==> src/rtl/key_chunk_dispatcher_if.sv <==
// Core-side bus of the key chunk dispatcher: chunk requests and win reports
// from the arcfour cores, plus grants and chunk bounds returned to them.
//   master : dispatcher side (drives core_grant, chunk_base, chunk_last)
//   slave  : core-array side (drives core_req, core_found, core_key)
interface key_chunk_dispatcher_if #(
   parameter int unsigned NUM_CORES = 4,
   parameter int unsigned KEY_WIDTH = 24
);
   logic [NUM_CORES-1:0]           core_req;
   logic [NUM_CORES-1:0]           core_found;
   logic [NUM_CORES*KEY_WIDTH-1:0] core_key;
   logic [NUM_CORES-1:0]           core_grant;
   logic [KEY_WIDTH-1:0]           chunk_base;
   logic [KEY_WIDTH-1:0]           chunk_last;

   modport master (
      input  core_req, core_found, core_key,
      output core_grant, chunk_base, chunk_last
   );

   modport slave (
      output core_req, core_found, core_key,
      input  core_grant, chunk_base, chunk_last
   );
endinterface

==> src/rtl/key_chunk_dispatcher.sv <==
// Dynamic key-space scheduler for the parallel RC4 cracking array.
// Hands fixed-size key chunks to idle cores round-robin, detects the first
// winning core or key-space exhaustion, and broadcasts halt.
// Ports:
//   clk, reset            clock; asynchronous active-high reset
//   start, abort          1-cycle control pulses (abort wins over start)
//   bus (master)          core_req/core_found/core_key in, core_grant/chunk_base/chunk_last out
//   halt, busy            halt high in IDLE/SUCCESS/EXHAUSTED; busy in DISPATCH/DRAIN
//   success, exhausted    search outcome levels
//   found_key, found_core key and index of the winning core
// Optional build macro KEY_DISPATCH_PERF_EN adds chunks_issued, a saturating
// grant counter cleared on start/abort/reset.
module key_chunk_dispatcher #(
   parameter int unsigned         NUM_CORES     = 4,
   parameter int unsigned         LOG_NUM_CORES = 2,
   parameter int unsigned         KEY_WIDTH     = 24,
   parameter int unsigned         CHUNK_LOG     = 10,
   parameter logic [KEY_WIDTH-1:0] KEY_MAX      = 24'hffffff
) (
   input  logic                     clk,
   input  logic                     reset,
   input  logic                     start,
   input  logic                     abort,
   key_chunk_dispatcher_if.master   bus,
   output logic                     halt,
   output logic                     busy,
   output logic                     success,
   output logic                     exhausted,
   output logic [KEY_WIDTH-1:0]     found_key,
   output logic [LOG_NUM_CORES-1:0] found_core
`ifdef KEY_DISPATCH_PERF_EN
   ,
   output logic [KEY_WIDTH-CHUNK_LOG:0] chunks_issued
`endif
);

   localparam int unsigned NB_W  = KEY_WIDTH + 1;
   localparam int unsigned CHUNK = 32'(1) << CHUNK_LOG;

   typedef enum logic [2:0] {
      ST_IDLE,
      ST_DISPATCH,
      ST_DRAIN,
      ST_SUCCESS,
      ST_EXHAUSTED
   } state_t;

   state_t                   state;
   logic [NB_W-1:0]          next_base;
   logic [LOG_NUM_CORES-1:0] rr_ptr;
   logic [NUM_CORES-1:0]     active;

   logic                     pick_vld_c;
   logic [LOG_NUM_CORES-1:0] pick_idx_c;
   int unsigned              cand_c;
   logic                     found_vld_c;
   logic [LOG_NUM_CORES-1:0] found_idx_c;
   logic [KEY_WIDTH-1:0]     found_key_c;
   logic [NB_W-1:0]          last_full_c;
   logic [KEY_WIDTH-1:0]     chunk_last_c;
   logic                     grant_take_c;

   // Status levels per state, ordered {halt, busy, success, exhausted}.
   function automatic logic [3:0] flags_of(input state_t s);
      case (s)
         ST_DISPATCH, ST_DRAIN: flags_of = 4'b0100;
         ST_SUCCESS:            flags_of = 4'b1010;
         ST_EXHAUSTED:          flags_of = 4'b1001;
         default:               flags_of = 4'b1000;
      endcase
   endfunction

   // Round-robin pick starting at rr_ptr, lowest-index winner, chunk bounds.
   always_comb begin
      pick_vld_c  = 1'b0;
      pick_idx_c  = '0;
      cand_c      = '0;
      found_vld_c = 1'b0;
      found_idx_c = '0;
      found_key_c = '0;
      for (int unsigned k = 0; k < NUM_CORES; k++) begin
         cand_c = (32'(rr_ptr) + k) % NUM_CORES;
         if (!pick_vld_c && bus.core_req[cand_c]) begin
            pick_vld_c = 1'b1;
            pick_idx_c = LOG_NUM_CORES'(cand_c);
         end
      end
      for (int unsigned j = 0; j < NUM_CORES; j++) begin
         if (!found_vld_c && bus.core_found[j]) begin
            found_vld_c = 1'b1;
            found_idx_c = LOG_NUM_CORES'(j);
            found_key_c = bus.core_key[j*KEY_WIDTH +: KEY_WIDTH];
         end
      end
      // next_base carries one extra bit so the sum cannot wrap below KEY_MAX.
      last_full_c  = next_base + NB_W'(CHUNK - 1);
      chunk_last_c = (last_full_c > NB_W'(KEY_MAX)) ? KEY_MAX : KEY_WIDTH'(last_full_c);
      // A win or abort suppresses any grant in the same cycle.
      grant_take_c = (state == ST_DISPATCH) && !abort && !found_vld_c && pick_vld_c;
   end

   // Search FSM with registered grant, chunk bounds, status and results.
   always_ff @(posedge clk or posedge reset) begin
      if (reset) begin
         state                                <= ST_IDLE;
         {halt, busy, success, exhausted}     <= flags_of(ST_IDLE);
         next_base                            <= '0;
         rr_ptr                               <= '0;
         active                               <= '0;
         bus.core_grant                       <= '0;
         bus.chunk_base                       <= '0;
         bus.chunk_last                       <= '0;
         found_key                            <= '0;
         found_core                           <= '0;
      end else begin
         bus.core_grant <= '0;
         case (state)
            ST_DISPATCH, ST_DRAIN: begin
               if (abort) begin
                  state                            <= ST_IDLE;
                  {halt, busy, success, exhausted} <= flags_of(ST_IDLE);
                  found_key                        <= '0;
                  found_core                       <= '0;
               end else if (found_vld_c) begin
                  state                            <= ST_SUCCESS;
                  {halt, busy, success, exhausted} <= flags_of(ST_SUCCESS);
                  found_key                        <= found_key_c;
                  found_core                       <= found_idx_c;
               end else begin
                  // A core asking for work has finished its previous chunk.
                  active <= active & ~bus.core_req;
                  if (grant_take_c) begin
                     active[pick_idx_c]         <= 1'b1;
                     bus.core_grant[pick_idx_c] <= 1'b1;
                     bus.chunk_base             <= KEY_WIDTH'(next_base);
                     bus.chunk_last             <= chunk_last_c;
                     next_base                  <= next_base + NB_W'(CHUNK);
                     rr_ptr <= LOG_NUM_CORES'((32'(pick_idx_c) + 1) % NUM_CORES);
                     if (chunk_last_c == KEY_MAX) begin
                        state <= ST_DRAIN;
                     end
                  end else if ((state == ST_DRAIN) && (active == '0)) begin
                     state                            <= ST_EXHAUSTED;
                     {halt, busy, success, exhausted} <= flags_of(ST_EXHAUSTED);
                  end
               end
            end
            default: begin
               if (abort) begin
                  state                            <= ST_IDLE;
                  {halt, busy, success, exhausted} <= flags_of(ST_IDLE);
                  found_key                        <= '0;
                  found_core                       <= '0;
               end else if (start) begin
                  state                            <= ST_DISPATCH;
                  {halt, busy, success, exhausted} <= flags_of(ST_DISPATCH);
                  next_base                        <= '0;
                  active                           <= '0;
                  found_key                        <= '0;
                  found_core                       <= '0;
               end
            end
         endcase
      end
   end

`ifdef KEY_DISPATCH_PERF_EN
   logic perf_clr_c;

   // Start is only honoured outside DISPATCH/DRAIN, so only then clears.
   assign perf_clr_c = abort || (start && (state != ST_DISPATCH) && (state != ST_DRAIN));

   // Saturating count of grants in the current search.
   always_ff @(posedge clk or posedge reset) begin
      if (reset) begin
         chunks_issued <= '0;
      end else if (perf_clr_c) begin
         chunks_issued <= '0;
      end else if (grant_take_c && (chunks_issued != '1)) begin
         chunks_issued <= chunks_issued + (KEY_WIDTH-CHUNK_LOG+1)'(1);
      end
   end
`endif

endmodule

==> src/flat_wrapper.sv <==
// flat-port wrapper written by rule: the top's interface ports become plain ports
module key_chunk_dispatcher_flat 
#(
   parameter int unsigned         NUM_CORES     = 4,
   parameter int unsigned         LOG_NUM_CORES = 2,
   parameter int unsigned         KEY_WIDTH     = 24,
   parameter int unsigned         CHUNK_LOG     = 10,
   parameter logic [KEY_WIDTH-1:0] KEY_MAX      = 24'hffffff
)
  (clk, reset, start, abort, halt, busy, success, exhausted, found_key, found_core, bus_core_req, bus_core_found, bus_core_key, bus_core_grant, bus_chunk_base, bus_chunk_last);
  key_chunk_dispatcher_if #(.NUM_CORES(NUM_CORES), .KEY_WIDTH(KEY_WIDTH)) bus_i ();
  input  logic clk;
  input  logic reset;
  input  logic start;
  input  logic abort;
  output logic halt;
  output logic busy;
  output logic success;
  output logic exhausted;
  output logic [KEY_WIDTH-1:0] found_key;
  output logic [LOG_NUM_CORES-1:0] found_core;
  input wire logic [$bits(bus_i.core_req)-1:0] bus_core_req;
  input wire logic [$bits(bus_i.core_found)-1:0] bus_core_found;
  input wire logic [$bits(bus_i.core_key)-1:0] bus_core_key;
  output wire logic [$bits(bus_i.core_grant)-1:0] bus_core_grant;
  output wire logic [$bits(bus_i.chunk_base)-1:0] bus_chunk_base;
  output wire logic [$bits(bus_i.chunk_last)-1:0] bus_chunk_last;
  assign bus_i.core_req = bus_core_req;
  assign bus_i.core_found = bus_core_found;
  assign bus_i.core_key = bus_core_key;
  assign bus_core_grant = bus_i.core_grant;
  assign bus_chunk_base = bus_i.chunk_base;
  assign bus_chunk_last = bus_i.chunk_last;
  key_chunk_dispatcher #(.NUM_CORES(NUM_CORES), .LOG_NUM_CORES(LOG_NUM_CORES), .KEY_WIDTH(KEY_WIDTH), .CHUNK_LOG(CHUNK_LOG), .KEY_MAX(KEY_MAX)) u_core (.clk(clk), .reset(reset), .start(start), .abort(abort), .bus(bus_i), .halt(halt), .busy(busy), .success(success), .exhausted(exhausted), .found_key(found_key), .found_core(found_core));
endmodule
==> config.mk <==
export PLATFORM = sky130hd
export DESIGN_NAME = key_chunk_dispatcher_flat
export DESIGN_NICKNAME = d
export VERILOG_FILES = /design/src/rtl/key_chunk_dispatcher_if.sv /design/src/rtl/key_chunk_dispatcher.sv /design/src/flat_wrapper.sv
export SDC_FILE = /design/constraint.sdc
export NUM_CORES = 1
export LEC_CHECK = 0
export CORE_ASPECT_RATIO = 0.75
export CORE_MARGIN = 4
export CORE_UTILIZATION = 46
export DETAILED_ROUTE_END_ITERATION = 10
export MAX_ROUTING_LAYER = met4
export PLACE_DENSITY_LB_ADDON = 0.08
export SLEW_MARGIN = 30
export SYNTH_ARGS = -nofsm -noshare
export SYNTH_HDL_FRONTEND = slang
export SYNTH_SLANG_ARGS = --single-unit
==> constraint.sdc <==
create_clock -name clk -period 5.25 [get_ports clk]
set_input_delay 1.575 -clock clk [delete_from_list [all_inputs] [get_ports clk]]
set_output_delay 1.575 -clock clk [all_outputs]
set_load 0.02 [all_outputs]
Word-level counts from Yosys, hierarchy flattened
Cells that the tools add are included.
{"block": "word_totals", "reg_bits": 116, "in_bits": 108, "wordCells": 155}
{"block": "op_classes", "add_sub_neg": 6, "n_lt_le_gt_ge": 7, "n_eq_ne": 10, "muxes": 85, "bitwise": 5, "n_reduce_logical": 29}
{"operator": "$mux 24", "n": 10}
{"operator": "$mux 25", "n": 6}
{"operator": "$mux 4", "n": 10}
{"operator": "$mux 1", "n": 35}
{"operator": "$add 25x10->25 const B", "n": 1}
{"operator": "$add 25x11->25 const B", "n": 1}
{"operator": "$gt 25x24->1 const B", "n": 1}
{"operator": "$eq 24x24->1 const B", "n": 1}
{"operator": "$mux 3", "n": 8}
{"operator": "$mux 2", "n": 11}
{"operator": "$lt 2x3->1 const B", "n": 5}
{"operator": "$logic_and 1x1->1", "n": 11}
{"operator": "$reduce_and 3->1", "n": 3}
{"operator": "$bmux 1 s2", "n": 4}
{"operator": "$logic_not 1->1", "n": 8}
{"operator": "$reduce_and 4->1", "n": 2}
{"operator": "$ne 5x2->1 const B", "n": 1}
{"operator": "$ne 5x4->1 const B", "n": 1}
{"operator": "$add 2x1->2 const B", "n": 2}
{"operator": "$add 2x2->2 const B", "n": 2}
{"operator": "$and 4x4->4", "n": 1}
{"operator": "$logic_not 4->1", "n": 1}
{"operator": "$ne 4x2->1 const B", "n": 1}
{"operator": "$ne 4x3->1 const B", "n": 1}
{"operator": "other kinds (14)", "n": 15}

Logic depth before layout (Yosys ltp)
{"block": "logic_depth", "word_depth": 21, "ltp_mapped": 9, "mapped_depth_nobuf": 8}

Worst setup path before layout
No wires, ideal clock.
{"block": "synth_timing", "path_type": "in2reg", "from": "in bus_core_found[0]", "to": "reg u_core.state[0]", "setup_time_ps": 128, "arrival_ps": 3507, "t_required_ps": 5122, "path_slack_ps": 1616, "cell_stages": 7, "path_cell_list": "buf_2 > or4_1 > buf_2 > or3_1 > buf_2 > o32ai_2 > mux2_1"}
{"block": "synth_via", "elab_chain_len": 17}
{"item": "from (decl)", "line": "flat_wrapper.sv:23", "text": "input wire logic [$bits(bus_i.core_found)-1:0] bus_core_found;"}
{"item": "$mux 1 (*)", "line": "key_chunk_dispatcher.sv:89", "text": "if (!found_vld_c && bus.core_found[j]) begin"}
{"item": "$logic_not 1->1", "line": "key_chunk_dispatcher.sv:89"}
{"item": "$logic_and 1x1->1", "line": "key_chunk_dispatcher.sv:89"}
{"item": "$mux 1 (*)", "line": "key_chunk_dispatcher.sv:89"}
{"item": "$logic_not 1->1", "line": "key_chunk_dispatcher.sv:89"}
{"item": "$logic_and 1x1->1", "line": "key_chunk_dispatcher.sv:89"}
{"item": "$mux 1 (*)", "line": "key_chunk_dispatcher.sv:89"}
{"item": "$logic_not 1->1", "line": "key_chunk_dispatcher.sv:89"}
{"item": "$logic_and 1x1->1", "line": "key_chunk_dispatcher.sv:89"}
{"item": "$mux 1 (*)", "line": "key_chunk_dispatcher.sv:89"}
{"item": "$logic_not 1->1", "line": "key_chunk_dispatcher.sv:99", "text": "grant_take_c = (state == ST_DISPATCH) && !abort && !found_vld_c && pick_vld_c;"}
{"item": "$logic_and 1x1->1 (2 in a row)", "line": "key_chunk_dispatcher.sv:99"}
{"item": "$mux 3", "line": "key_chunk_dispatcher.sv:132", "text": "if (grant_take_c) begin"}
{"item": "$mux 3", "line": "key_chunk_dispatcher.sv:124", "text": "end else if (found_vld_c) begin"}
{"item": "$mux 3", "line": "key_chunk_dispatcher.sv:119", "text": "if (abort) begin"}
{"item": "$mux 3", "line": "key_chunk_dispatcher.sv:117", "text": "case (state)"}
{"item": "to (signal assigned)", "line": "key_chunk_dispatcher.sv:120", "text": "state <= ST_IDLE;"}
{"item": "to (signal assigned)", "line": "key_chunk_dispatcher.sv:125", "text": "state <= ST_SUCCESS;"}
{"item": "to (signal assigned)", "line": "key_chunk_dispatcher.sv:140", "text": "state <= ST_DRAIN;"}
{"item": "to (decl)", "line": "key_chunk_dispatcher.sv:48", "text": "state_t state;"}
Every way passes the cells marked *; elsewhere a longest branch is shown, timed or not.
A chain may end at the register's enable or synchronous reset.

Worst setup path after layout
{"block": "layout_timing", "from": "in bus_core_found[0]", "to": "reg u_core.next_base[22]"}
{"block": "layout_via", "elab_chain_len": 15}
{"item": "$mux 1 (*)", "line": "key_chunk_dispatcher.sv:89"}
{"item": "$logic_not 1->1", "line": "key_chunk_dispatcher.sv:89"}
{"item": "$logic_and 1x1->1", "line": "key_chunk_dispatcher.sv:89"}
{"item": "$mux 1 (*)", "line": "key_chunk_dispatcher.sv:89"}
{"item": "$logic_not 1->1", "line": "key_chunk_dispatcher.sv:89"}
{"item": "$logic_and 1x1->1", "line": "key_chunk_dispatcher.sv:89"}
{"item": "$mux 1 (*)", "line": "key_chunk_dispatcher.sv:89"}
{"item": "$logic_not 1->1", "line": "key_chunk_dispatcher.sv:89"}
{"item": "$logic_and 1x1->1", "line": "key_chunk_dispatcher.sv:89"}
{"item": "$mux 1 (*)", "line": "key_chunk_dispatcher.sv:89"}
{"item": "$logic_not 1->1", "line": "key_chunk_dispatcher.sv:99"}
{"item": "$logic_and 1x1->1 (2 in a row)", "line": "key_chunk_dispatcher.sv:99"}
{"item": "$ne 2x1->1 (no source line)"}
{"item": "$reduce_and 4->1 (no source line) (*)"}
{"item": "to (signal assigned)", "line": "key_chunk_dispatcher.sv:137", "text": "next_base <= next_base + NB_W'(CHUNK);"}
{"item": "to (decl)", "line": "key_chunk_dispatcher.sv:49", "text": "logic [NB_W-1:0] next_base;"}
Marks and branches as above.

==> flow_metrics.py <==
metrics = {
    "synth": {
        "synth_area_leader_cell": "dfrtp_1",
        "netlist.area_leader.share": 0.489,
        "synth_edf_count": 0,
        "synth-xor-area-share": 0.0298,
        "synth_top_family_by_area": "compound AO/OA/AOI/OAI gates",
        "synth_seq_area_share": 0.495,
        "synthArstFlopShare": 1.00,
        "post_synth_and_or_nand_nor_area_fraction": 0.181,
        "synth_fa_ha_area_frac": 0.0142,
        "ys_ff_latch": 87,
        "synthTopCellsByArea": "dfrtp_1 (49%), nand2_1 (5.5%), nor2_1 (5.4%), o2bb2ai_1 (5.2%), a221oi_1 (4.8%)",
        "ys_types": 52,
        "ys_warn_count": 0,
        "syn_inst": 461,
        "synthMuxAreaShare": 0.0125,
        "synth.avg_cell_area_um2": 9.55,
        "synth_ff_type": "dfrtp_1",
        "synth-compound-area-share": 0.194,
        "netlist_area_um2": 4400,
    },
    "placed_design": {
        "place_congestion": 0.823,
        "numPortBuffers": 179,
        "placed_cells": 736,
        "dp_hpwl_mm": 9.32,
        "pre_cts_slack_ps": 1070,
    },
    "global_route": {
        "antenna_found_initial": 0,
        "grt_overflow": 0,
        "grtUsageTotal": 0.228,
        "grt_pass1_wl_mm": 20.0,
        "grt_pass1_vias": 3989,
        "grt_max_degree": 54,
    },
    "sta": {
        "setup_slack_ps": 1400,
        "rsz0062_at_grt": "no",
        "max_freq_ghz": 0.260,
        "min_period_ps": 3850,
        "setup_viol": 0,
        "tns_ps": 0,
        "clock_skew_ps": 10.1,
        "timing.hold.ws_ps": 468,
        "slew_headroom": 0.379,
        "worst_pin_slew_ps": 921,
        "slew_violations": 0,
        "hold_viol_final": 0,
        "fin_crit_sh": 0.733,
    },
    "pwr": {
        "ir_worst_vdd_mv": 0.245,
        "seqPwrFrac": 0.373,
        "pwr-share-clk": 0.300,
        "intPower_w": 0.00149,
        "pwr-share-comb": 0.327,
        "leakage_nw": 2.79,
        "p_per_area_nw_per_um2": 345,
        "power_switching_w": 0.000751,
        "sw_frac_of_total": 0.334,
    },
    "drt": {
        "drt_iter0_drc": 210,
        "drt_wl_total_mm": 12.8,
        "vias": 4066,
        "wl_per_cell_um": 17.0,
        "viasPerCell": 5.41,
        "antenna_left": 0,
        "drc_errors": 0,
        "firstDrtPassIters": 4,
    },
    "cells_and_area": {
        "antennaDiodeCount": 0,
        "area_growth_pct": 47.8,
        "final_cells": 752,
        "drive_gt1_frac": 0.0625,
        "layout.nets": 732,
        "mostFrequentLayoutCell": "clkdlybuf4s50_1",
        "layout_common_cells": "clkdlybuf4s50_1 (178), dfrtp_1 (86), nand2_1 (65)",
    },
    "critical_path": {
        "cp_data_arrival_time_ps": 4050,
        "cp_max_fo": 53,
        "worst-setup-path-type": "in2reg",
        "end_kind": "flip-flop",
        "cp.required_ps": 5450,
        "start_kind": "input port",
    },
    "floorplanning": {
        "dieWidth_um": 121,
        "ios": 190,
        "start_util": 0.479,
        "rows": 30,
        "core_area_um2": 9200,
        "die_height_um": 92.7,
        "die-area_um2": 11200,
    },
    "cts": {
        "cts_hold_repair.buffers": 0,
        "cts_setup_buffers": 0,
        "numCtsBuffers": 9,
        "clock-sinks": 87,
        "cts-root-buf": "clkbuf_16",
        "cts_tree": "built",
        "post_cts_resized": 0,
        "cts_buffer_depth": 2,
        "clk_pin_slew_ps": 70,
        "htreeDepth": 3,
        "worstSkewPairLatency_ps": 340,
    },
    "min_path": {
        "holdCritPathClass": "reg2reg",
    },
    "run_status": {
        "status": "finished, final reports clean",
    },
    "job": {
        "maxCapViolCount": 0,
    },
}
area by class of cell:
class	instances	area (um^2)
Fill cell	736	2690
Sequential cell	87	2180
Multi-Input combinational cell	320	1950
Timing Repair Buffer	188	1850
Clock buffer	9	225
Tap cell	128	160
Clock inverter	7	86.3
Inverter	13	50.0
power groups by stage:
stage                     Combinational [W]  Clock [W]  Sequential, W
after global placement             0.000722          0       0.000844
after global routing               0.000788   0.000711       0.000853
after detailed placement           0.000735          0       0.000846
final                              0.000733   0.000674       0.000838
after floorplan                    0.000317          0       0.000931
after CTS                          0.000739   0.000680       0.000838
metal layers:
metal,global-route usage,share of wire
met1,0.304,0.45
met2,0.351,0.48
met3,0.0623,0.058
met4,0.0462,0.018
met5,-,0
worst max-delay path: stages:
cell     delay (ps)
buf_2           380
or4_1           790
or3_1           470
buf_4           250
nor4_1          370
xnor2_1         160
nor2_1           50
cells in the mapped netlist (3+ instances only):
cell type / number
and2_1: 4
a221oi_1: 24
ha_1: 5
nand3_1: 8
a21oi_1: 6
a22oi_1: 24
buf_4: 19
nor4_1: 5
xnor2_1: 11
a31o_1: 4
nor3_1: 14
buf_2: 4
nand2_1: 65
clkbuf_1: 25
nor2b_1: 3
inv_1: 13
o2bb2ai_1: 26
dfrtp_1: 86
o21ai_0: 8
nand2b_1: 3
nor2_1: 63
xor2_1: 4
through the flow:
| step | area (um^2) | total power (W) | util |
|---|---|---|---|
| 2_1_floorplan | 4440 | 0.00125 | - |
| 3_3_place_gp | 6190 | 0.00157 | 0.673 |
| 3_5_place_dp | 6190 | 0.00158 | 0.673 |
| 4_1_cts | 6500 | 0.00226 | 0.707 |
| 5_1_grt | 6510 | 0.00235 | 0.707 |
| 6_report | 6510 | 0.00225 | 0.707 |
path summary, 6_finish.rpt:
path	endpoint	startpoint	depth (start not counted)	slack, ps
worst max-delay path	u_core.next_base[22]	bus_core_found[0]	7	1400
worst min-delay path	u_core.bus.chunk_last[18]	u_core.bus.chunk_last[18]	2	470
worst max register to register	u_core.next_base[22]	u_core.state[2]	6	2800
worst min register to register	u_core.bus.chunk_last[18]	u_core.bus.chunk_last[18]	2	470
max in group asynchronous	u_core.bus.chunk_last[23]	reset	3	2910
min in group asynchronous	u_core.success	reset	2	1570
cell families (layout without fill, tap and decap cells):
kind of cell	after synthesis	after routing
AO/OA/AOI/OAI	107	107
flip-flops	87	87
XOR/XNOR	15	15
multiplexers	5	5
adder cells (fa/ha/maj)	5	5
other	1	10
buffers and inverters	63	217
AND/OR/NAND/NOR	178	178
registers in the layout (all words and copies together) (netlist names):
signal and count:
u_core.bus.chunk_last 15, u_core.next_base 15, u_core.active 4, u_core.rr_ptr 2, u_core.halt 1, u_core.busy 1, u_core.bus.chunk_base 14, u_core.found_key 24
u_core.exhausted 1, u_core.found_core 2, u_core.state 3, u_core.bus.core_grant 4, u_core.success 1
No activity file was read; power rests on OpenSTA's default activity.
